$ cat config.mk
export PLATFORM = sky130hd
export DESIGN_NAME = prog_loader_flat
export DESIGN_NICKNAME = d
export VERILOG_FILES = /design/src/rtl/prog_loader_pkg.sv /design/src/rtl/prog_loader_if.sv /design/src/rtl/prog_loader_ram.sv /design/src/rtl/prog_loader.sv /design/src/flat_wrapper.sv
export SDC_FILE = /design/constraint.sdc
export NUM_CORES = 1
export LEC_CHECK = 0
export ABC_AREA = 1
export CELL_PAD_IN_SITES_DETAIL_PLACEMENT = 0
export CELL_PAD_IN_SITES_GLOBAL_PLACEMENT = 2
export CORE_MARGIN = 8
export CORE_UTILIZATION = 43
export CTS_CLUSTER_DIAMETER = 150
export DETAILED_ROUTE_END_ITERATION = 6
export PLACE_DENSITY_LB_ADDON = 0.1
export SLEW_MARGIN = 20
export SYNTH_ARGS = -nofsm -noshare
export SYNTH_HDL_FRONTEND = slang
export SYNTH_SLANG_ARGS = --single-unit
$ cat constraint.sdc
create_clock -name clk -period 4.06 [get_ports clk]
set_clock_uncertainty 0.15 [all_clocks]
set_input_delay 1.218 -clock clk [delete_from_list [all_inputs] [get_ports clk]]
set_output_delay 1.218 -clock clk [all_outputs]
set_load 0.01 [all_outputs]
$ cat src/rtl/prog_loader_pkg.sv
// Shared types and constants for the program loader: FSM state encoding,
// instruction/byte widths and small datapath helpers.
package prog_loader_pkg;

   localparam int INSTR_W = 16;
   localparam int BYTE_W  = 8;

   localparam logic [3:0]         OPC_HALT  = 4'h0;
   localparam logic [INSTR_W-1:0] HALT_WORD = {OPC_HALT, 12'h000};

   typedef enum logic [2:0] {
      ST_IDLE = 3'd0,
      ST_LEN  = 3'd1,
      ST_HI   = 3'd2,
      ST_LO   = 3'd3,
      ST_CHK  = 3'd4,
      ST_DONE = 3'd5,
      ST_ERR  = 3'd6
   } loader_state_t;

   // Frame checksum is a plain 8-bit running sum that wraps.
   function automatic logic [BYTE_W-1:0] csum_add(input logic [BYTE_W-1:0] sum,
                                                  input logic [BYTE_W-1:0] data);
      return sum + data;
   endfunction

   function automatic logic is_loading(input loader_state_t st);
      return (st == ST_LEN) || (st == ST_HI) || (st == ST_LO) || (st == ST_CHK);
   endfunction

endpackage

$ cat src/rtl/prog_loader_if.sv
// Valid/ready byte stream carrying a framed program into the loader.
interface prog_loader_if;
   import prog_loader_pkg::*;

   logic [BYTE_W-1:0] rx_data;
   logic              rx_valid;
   logic              rx_ready;

   modport master (output rx_data, output rx_valid, input rx_ready);
   modport slave  (input rx_data, input rx_valid, output rx_ready);

endinterface

$ cat src/rtl/prog_loader_ram.sv
// Program store: one synchronous write port, one asynchronous read port.
// Deliberately not reset; the loader tracks validity through words_loaded.
module prog_loader_ram
   import prog_loader_pkg::*;
#(
   parameter int DEPTH = 32,
   parameter int AW    = 5
) (
   input  logic               clk,
   input  logic               we,
   input  logic [AW-1:0]      waddr,
   input  logic [INSTR_W-1:0] wdata,
   input  logic [AW-1:0]      raddr,
   output logic [INSTR_W-1:0] rdata
);

   logic [INSTR_W-1:0] mem_r [DEPTH];

   // Write port
   always_ff @(posedge clk) begin
      if (we) begin
         mem_r[waddr] <= wdata;
      end
   end

   assign rdata = mem_r[raddr];

endmodule

$ cat src/rtl/prog_loader.sv
// Byte-stream program loader and instruction store; holds the MCU in reset
// until a complete frame with a good checksum has been committed.
module prog_loader
   import prog_loader_pkg::*;
#(
   parameter int DEPTH   = 32,
   parameter int ADDR_W  = 8,
   parameter int TIMEOUT = 100000,
   parameter int TO_W    = 17
) (
   input  logic               clk,
   input  logic               reset,
   input  logic               start,
   prog_loader_if.slave       rx,
   input  logic [ADDR_W-1:0]  pc,
   output logic [INSTR_W-1:0] ir,
   output logic               cpu_reset,
   output logic               busy,
   output logic               done,
   output logic               err,
   output logic [ADDR_W:0]    words_loaded
);

   localparam int                RAM_AW    = (DEPTH > 1) ? $clog2(DEPTH) : 1;
   localparam logic [ADDR_W:0]   DEPTH_C   = (ADDR_W+1)'(DEPTH);
   localparam logic [ADDR_W:0]   ONE_LEN_C = (ADDR_W+1)'(1);
   localparam logic [ADDR_W-1:0] ONE_ADR_C = ADDR_W'(1);
   localparam logic [TO_W-1:0]   TO_LAST_C = TO_W'(TIMEOUT - 1);
   localparam logic [TO_W-1:0]   TO_ONE_C  = TO_W'(1);

   loader_state_t     state_r, state_nx_s;
   logic [BYTE_W-1:0] hi_byte_r, hi_nx_s;
   logic [BYTE_W-1:0] sum_r, sum_nx_s;
   logic [ADDR_W-1:0] addr_r, addr_nx_s;
   logic [ADDR_W:0]   pending_len_r, plen_nx_s;
   logic [TO_W-1:0]   to_cnt_r, to_nx_s;
   logic [ADDR_W:0]   words_loaded_r, wl_nx_s;
   logic              done_r, done_nx_s;
   logic              err_r, err_nx_s;
   logic              busy_r, busy_nx_s;
   logic              cpu_reset_r, cpu_rst_nx_s;
   logic              rx_ready_r;

   logic               accept_s;
   logic [ADDR_W:0]    len_s;
   logic               we_s;
   logic [INSTR_W-1:0] wdata_s;
   logic [INSTR_W-1:0] ram_rd_s;

   assign accept_s = rx.rx_valid && rx_ready_r;
   assign len_s    = (ADDR_W+1)'(rx.rx_data);
   assign wdata_s  = {hi_byte_r, rx.rx_data};

   // Next-state, datapath and status computation
   always_comb begin
      state_nx_s   = state_r;
      hi_nx_s      = hi_byte_r;
      sum_nx_s     = sum_r;
      addr_nx_s    = addr_r;
      plen_nx_s    = pending_len_r;
      to_nx_s      = to_cnt_r;
      wl_nx_s      = words_loaded_r;
      done_nx_s    = done_r;
      err_nx_s     = err_r;
      busy_nx_s    = busy_r;
      cpu_rst_nx_s = cpu_reset_r;
      we_s         = 1'b0;

      // Idle-gap watchdog; only a stalled stream can trip it, so it never races a byte transition.
      if (is_loading(state_r)) begin
         if (accept_s) begin
            to_nx_s = '0;
         end else if (to_cnt_r == TO_LAST_C) begin
            to_nx_s    = '0;
            state_nx_s = ST_ERR;
         end else begin
            to_nx_s = to_cnt_r + TO_ONE_C;
         end
      end else begin
         to_nx_s = '0;
      end

      case (state_r)
         ST_IDLE, ST_DONE, ST_ERR: begin
            if (start) begin
               state_nx_s   = ST_LEN;
               cpu_rst_nx_s = 1'b1;
               done_nx_s    = 1'b0;
               err_nx_s     = 1'b0;
               busy_nx_s    = 1'b1;
               wl_nx_s      = '0;
            end else begin
               state_nx_s = state_r;
            end
         end
         ST_LEN: begin
            if (accept_s) begin
               if ((len_s == '0) || (len_s > DEPTH_C)) begin
                  state_nx_s = ST_ERR;
               end else begin
                  plen_nx_s  = len_s;
                  addr_nx_s  = '0;
                  sum_nx_s   = '0;
                  state_nx_s = ST_HI;
               end
            end else begin
               plen_nx_s = pending_len_r;
            end
         end
         ST_HI: begin
            if (accept_s) begin
               hi_nx_s    = rx.rx_data;
               sum_nx_s   = csum_add(sum_r, rx.rx_data);
               state_nx_s = ST_LO;
            end else begin
               hi_nx_s = hi_byte_r;
            end
         end
         ST_LO: begin
            if (accept_s) begin
               we_s      = 1'b1;
               sum_nx_s  = csum_add(sum_r, rx.rx_data);
               addr_nx_s = addr_r + ONE_ADR_C;
               if ({1'b0, addr_r} == (pending_len_r - ONE_LEN_C)) begin
                  state_nx_s = ST_CHK;
               end else begin
                  state_nx_s = ST_HI;
               end
            end else begin
               we_s = 1'b0;
            end
         end
         ST_CHK: begin
            if (accept_s) begin
               if (rx.rx_data == sum_r) begin
                  state_nx_s = ST_DONE;
               end else begin
                  state_nx_s = ST_ERR;
               end
            end else begin
               sum_nx_s = sum_r;
            end
         end
         default: begin
            state_nx_s = ST_IDLE;
         end
      endcase

      // Terminal-state status; re-applying it while parked there is a no-op.
      case (state_nx_s)
         ST_DONE: begin
            wl_nx_s      = pending_len_r;
            done_nx_s    = 1'b1;
            busy_nx_s    = 1'b0;
            cpu_rst_nx_s = 1'b0;
         end
         ST_ERR: begin
            wl_nx_s      = '0;
            err_nx_s     = 1'b1;
            busy_nx_s    = 1'b0;
            cpu_rst_nx_s = 1'b1;
         end
         default: begin
            busy_nx_s = busy_nx_s;
         end
      endcase
   end

   // State, datapath and registered outputs
   always_ff @(posedge clk or negedge reset) begin
      if (!reset) begin
         state_r        <= ST_IDLE;
         hi_byte_r      <= '0;
         sum_r          <= '0;
         addr_r         <= '0;
         pending_len_r  <= '0;
         to_cnt_r       <= '0;
         words_loaded_r <= '0;
         done_r         <= 1'b0;
         err_r          <= 1'b0;
         busy_r         <= 1'b0;
         cpu_reset_r    <= 1'b1;
         rx_ready_r     <= 1'b0;
      end else begin
         state_r        <= state_nx_s;
         hi_byte_r      <= hi_nx_s;
         sum_r          <= sum_nx_s;
         addr_r         <= addr_nx_s;
         pending_len_r  <= plen_nx_s;
         to_cnt_r       <= to_nx_s;
         words_loaded_r <= wl_nx_s;
         done_r         <= done_nx_s;
         err_r          <= err_nx_s;
         busy_r         <= busy_nx_s;
         cpu_reset_r    <= cpu_rst_nx_s;
         rx_ready_r     <= is_loading(state_nx_s);
      end
   end

   prog_loader_ram #(
      .DEPTH (DEPTH),
      .AW    (RAM_AW)
   ) u_ram (
      .clk   (clk),
      .we    (we_s),
      .waddr (addr_r[RAM_AW-1:0]),
      .wdata (wdata_s),
      .raddr (pc[RAM_AW-1:0]),
      .rdata (ram_rd_s)
   );

   // pc < words_loaded implies pc < DEPTH, so the truncated RAM index is safe.
   assign ir           = ({1'b0, pc} < words_loaded_r) ? ram_rd_s : HALT_WORD;
   assign rx.rx_ready  = rx_ready_r;
   assign cpu_reset    = cpu_reset_r;
   assign busy         = busy_r;
   assign done         = done_r;
   assign err          = err_r;
   assign words_loaded = words_loaded_r;

endmodule
$ cat src/flat_wrapper.sv
// flat-port wrapper written by rule: the top's interface ports become plain ports
module prog_loader_flat import prog_loader_pkg::*;
#(
   parameter int DEPTH   = 32,
   parameter int ADDR_W  = 8,
   parameter int TIMEOUT = 100000,
   parameter int TO_W    = 17
)
  (clk, reset, start, pc, ir, cpu_reset, busy, done, err, words_loaded, rx_rx_data, rx_rx_valid, rx_rx_ready);
  prog_loader_if rx_i ();
  input  logic clk;
  input  logic reset;
  input  logic start;
  input  logic [ADDR_W-1:0] pc;
  output logic [INSTR_W-1:0] ir;
  output logic cpu_reset;
  output logic busy;
  output logic done;
  output logic err;
  output logic [ADDR_W:0] words_loaded;
  input wire logic [$bits(rx_i.rx_data)-1:0] rx_rx_data;
  input wire logic [$bits(rx_i.rx_valid)-1:0] rx_rx_valid;
  output wire logic [$bits(rx_i.rx_ready)-1:0] rx_rx_ready;
  assign rx_i.rx_data = rx_rx_data;
  assign rx_i.rx_valid = rx_rx_valid;
  assign rx_rx_ready = rx_i.rx_ready;
  prog_loader #(.DEPTH(DEPTH), .ADDR_W(ADDR_W), .TIMEOUT(TIMEOUT), .TO_W(TO_W)) u_core (.clk(clk), .reset(reset), .start(start), .rx(rx_i), .pc(pc), .ir(ir), .cpu_reset(cpu_reset), .busy(busy), .done(done), .err(err), .words_loaded(words_loaded));
endmodule
After elaboration in Yosys (flattened, before gate mapping). Memory sizes are Yosys's and may differ from the RTL's. Index checks and enable logic that the tools add are counted. Widths: inputs -> output; s select.

Flip-flop bits (word level): 66. Bits in writable memories: 512. Output and inout bits: 30. Logic and storage cells: 106. Memories: 1.

Memory list: u_core.u_ram.mem_r (depth 32, width 16, rd ports 1, clocked after Yosys merged registers in 0, wr ports 1, line prog_loader_ram.sv:17) `logic [INSTR_W-1:0] mem_r [DEPTH];`.

Add/subtract/negate cells: 4. Order comparisons: 2. Equal/unequal tests: 19. Multiplexer cells: 36. Bitwise gates (word level): 1. Reduce and logical (&&, ||, !) cells: 31.

Operators by type and width (number): $mux 17 (3); $mux 8 (4); $pmux 8 s2 (2); $mux 3 (9); $eq 3x3->1 const B (6); $mux 9 (2); $pmux 9 s2 (1); $add 17x1->17 const B (1); $eq 17x17->1 const B (1); $mux 16 (1); $reduce_bool 2->1 (8); $pmux 3 s5 (1); $eq 3x2->1 const B (4); $mux 1 (11); $reduce_and 2->1 (5); $eq 8x9->1 (1); $logic_not 9->1 (1); $lt 8x9->1 (1); $sub 8x1->9 const B (1); $add 8x1->8 const B (1); $add 8x8->8 (1); $eq 8x8->1 (1); $gt 8x6->1 const B (1); $reduce_and 4->1 (2); other kinds (13) (24).

Logic depth before layout (Yosys ltp).
Word-level depth: 11. Gate-level depth with buffers: 18. Mapped depth without buffers: 17.

By module. Synthesis repeated with hierarchy kept, for this count alone.

Cell total of the unflattened synthesis: 2310. Area, all modules: 25030.3 um^2.

Modules (own cells, without submodules): prog_loader_ram (times used 1, cells an instance 1778, area an instance 20981.4 um^2, sequential area each 15374.7 um^2); prog_loader (times used 1, cells an instance 532, area an instance 4048.9 um^2, sequential area each 1627.8 um^2).

Worst setup path before layout. OpenSTA, ideal clock, no wires.

Path kind: input port to output port. Start point: input port pc[1]. End point: output port ir[10]. Data arrival time: 2.608 ns. Data required time: 2.692 ns. Setup slack: 0.084 ns. Cell stages on the path: 10. Path buffers: 1. Cells stage by stage: ha_1 -> a21o_1 -> a21oi_1 -> o21ai_1 -> nand3_1 -> nand2_1 -> o21ai_1 -> nand2_1 -> buf_2 -> nor3_1.

Longest elaborated chain between the ends: 2.

RTL lines: start, declared (line flat_wrapper.sv:14) `input logic [ADDR_W-1:0] pc;`; $mem_v2 32x16 or $lt 8x9->1 (tied branches); $mux 16 (*) (line prog_loader.sv:213) `assign ir = ({1'b0, pc} < words_loaded_r) ? ram_rd_s : HALT_WORD;`; end, declared (line flat_wrapper.sv:15) `output logic [INSTR_W-1:0] ir;`.

Every way passes the cells marked *; elsewhere a longest branch is shown, timed or not.

Final worst setup path.
Start point: input port pc[0]. End point: output port ir[3].

Same word-level chain as after synthesis.

==> flow_summary.yaml <==
grt:
  grt_pass1_wl_mm: 106
  overflow: 0
  grt_max_degree: 66
  grt_pass1_vias: 16500
  antenna_found_initial: 2
  globalRouteTotalUtil: 0.222
sta:
  report.final.slew_viol_count: 0
  fin_setup_tns_ns: -3.63
  rsz0062_at_grt: "true"
  max-slew-margin-rel: 0.424
  tightest_slew_ns: 0.864
  max_freq_ghz: 0.229
  worst_slack_ns: -0.300
  period_share: 1.07
  whs_ns: 0.313
  setup_viol: 16
  min_period_ns: 4.36
  hold_viol_final: 0
synthesis:
  netlist.area_leader.share: 0.634
  yosys_warnings: 0
  async_flop_share: 0.113
  syn_avg_cell_area_um2: 11.8
  syn-cell-area_um2: 24300
  ys_top_cells_by_area: "edfxtp_1 63%, nand2_1 8.7%, dfrtp_1 6.6%, a21oi_1 4.6%, nand3_1 2.6%"
  synth_cell_types: 53
  syn_nets: 2102
  yosys.area.top_type: "edfxtp_1"
  synthCells: 2061
  seq_area_frac_synth: 0.701
  synthFlopType: "edfxtp_1"
  ys_ff_latch: 577
  synth_edf_count: 512
outcome:
  outcome: "finished with violations"
  violations: "setup timing"
finish:
  n_antenna_cell: 0
  multi_input_area_um2: 6920
  n_fill_cell: 4828
  drive_gt1_frac: 0.199
  syn2layout_area_growth_pct: 23.8
  fin_cells: 3088
  final_cell_mix: "556 x nand2_1, 512 x edfxtp_1, 202 x a21oi_1, 166 x buf_4, 125 x nand3_1"
  layout.nets: 2322
  seq_area_um2: 17000
  final_common_cell: "nand2_1"
drt:
  num_vias: 16700
  drt-pass1-iter-count: 7
  drt_wl_total_mm: 71.6
  viasPerCell: 5.40
  avgRoutedWirePerCell_um: 23.2
  postRouteAntennaNets: 0
  drtIter0Drc: 1253
  drc: 0
pwr:
  peakVddDrop_uv: 373
  leakage_uw: 0.0111
  power_density_nw_per_um2: 517
cts:
  cts.clk_slew.worst_paths_ns: 0.06
  htreeDepth: 2
  numCtsBuffers: 61
  numClockSinks: 577
  clk_latency_ns: 0.63
  cts_root_buf: "clkbuf_16"
  tritoncts: "yes"
  cts_buffer_depth: 3
place:
  dp_cells: 2958
  gp_congestion: 0.832
  io_buffers: 48
  place_hpwl_mm: 45.3
  place_ws_ns: -1.16
critical_path:
  cp-start-kind: "primary input"
  arrival_ns: 2.99
  endpoint_kind: "output port"
  cp_max_fo: 7
  worstSetupPathType: "primary input to output port"
  crit_required_ns: 2.69
die:
  die_w_um: 254
  die_h_um: 254
  start_util: 0.433
  fp.dieArea_um2: 64300
  coreArea_um2: 56100
  io_pins: 50
  rows: 87
flow_run:
  drv_cap: 0
hold_path:
  hold_class: "flip-flop to flip-flop"
[cells in the mapped netlist (13+ instances only)]
cell      count
nand2_1     560
edfxtp_1    512
a21oi_1     224
nand3_1     125
nor2_1      106
buf_2        67
dfrtp_1      64
inv_1        62
o311ai_0     46
clkbuf_1     39
o21ai_0      39
a22oi_1      31
nor3_1       24
ha_1         20
o211ai_1     15
a32o_1       14
nand4_1      14
inv_2        13
[cell families (layout without fill, tap and decap cells)]
group | Yosys count | count (layout) | synth area share
DFF | 577 | 577 | 0.701
adders and majority gates | 21 | 21 | 0.0111
AOI/OAI and AO/OA | 398 | 398 | 0.101
buffers and inverters | 195 | 466 | 0.0353
xor gates and xnor gates | 7 | 7 | 0.00253
other | 1 | 1 | 0.000155
and+or+nand+nor | 862 | 862 | 0.149
[metal layers]
layer	wire [um]	track usage
met1	31000	0.297
met2	34800	0.369
met3	3590	0.0334
met4	2140	0.0712
met5	12	0
[metrics by stage]
stage / util / cell area (um2) / total power, uW
2_1_floorplan: - / 24300 / 8840
3_3_place_gp: 0.487 / 27300 / 10000
3_5_place_dp: 0.487 / 27300 / 10100
4_1_cts: 0.531 / 29800 / 15600
5_1_grt: 0.536 / 30000 / 16200
6_report: 0.536 / 30000 / 15500
[path summary, 6_finish.rpt]
kind                                                     start                               to  cells past startpoint  slack (ns)
setup / recovery                                         pc[0]                            ir[3]                      9       -0.30
hold reg to reg                   u_core.to_cnt_r[0]$_DFF_PN0_     u_core.to_cnt_r[0]$_DFF_PN0_                      1        0.31
max in group asynchronous                                reset  u_core.hi_byte_r[6]$_DFFE_PN0P_                      2        2.97
min in group asynchronous                                reset     u_core.rx.rx_ready$_DFF_PN0_                      2        0.42
hold / removal                    u_core.to_cnt_r[0]$_DFF_PN0_     u_core.to_cnt_r[0]$_DFF_PN0_                      1        0.31
setup reg to reg           u_core.pending_len_r[0]$_DFFE_PN0P_     u_core.rx.rx_ready$_DFF_PN0_                     16        1.53
[power by group]
part / switching (uW) / internal [uW] / total, uW
clock: 2340 / 3140 / 5480
sequential: 300 / 7030 / 7330
combinational: 1790 / 937 / 2730
[layout make-up]
| type | instances | share of cell area |
|---|---|---|
| timing repair buffer | 276 | 0.0962 |
| tap | 756 | 0.0315 |
| timing repair inverter | 1 | 0.000292 |
| clock buffer | 85 | 0.0562 |
| clock inverter | 29 | 0.00900 |
| multi-input combinational | 1289 | 0.230 |
| inverter | 75 | 0.0105 |
| sequential | 577 | 0.566 |
[state kept, by name, summed over array words and instances (netlist names)]
signal / cells
u_core.cpu_reset: 1
u_core.sum_r: 8
u_core.addr_r: 8
u_core.busy: 1
u_core.pending_len_r: 8
u_core.err: 1
u_core.to_cnt_r: 17
u_core.hi_byte_r: 8
u_core.state_r: 3
u_core.done: 1
u_core.rx.rx_ready: 1
u_core.u_ram.mem_r: 512
u_core.words_loaded: 8
[repair_timing]
action / in CTS / in global routing
gates resized for setup: 172 / 54
gates cloned: 5 / 2
hold buffers: 0 / 0
pin swaps: 19 / 34
endpoints found under the setup margin: 16 / 16
buffers inserted: 7 / 3
[critical path: stages]
cell	delay [ns]
clkbuf_16	0.17
inv_6	0.11
buf_4	0.12
a21oi_1	0.05
o311ai_0	0.59
a21oi_1	0.16
buf_4	0.17
nor3_4	0.21
buf_2	0.17
Power figures use the tool's default switching activity.
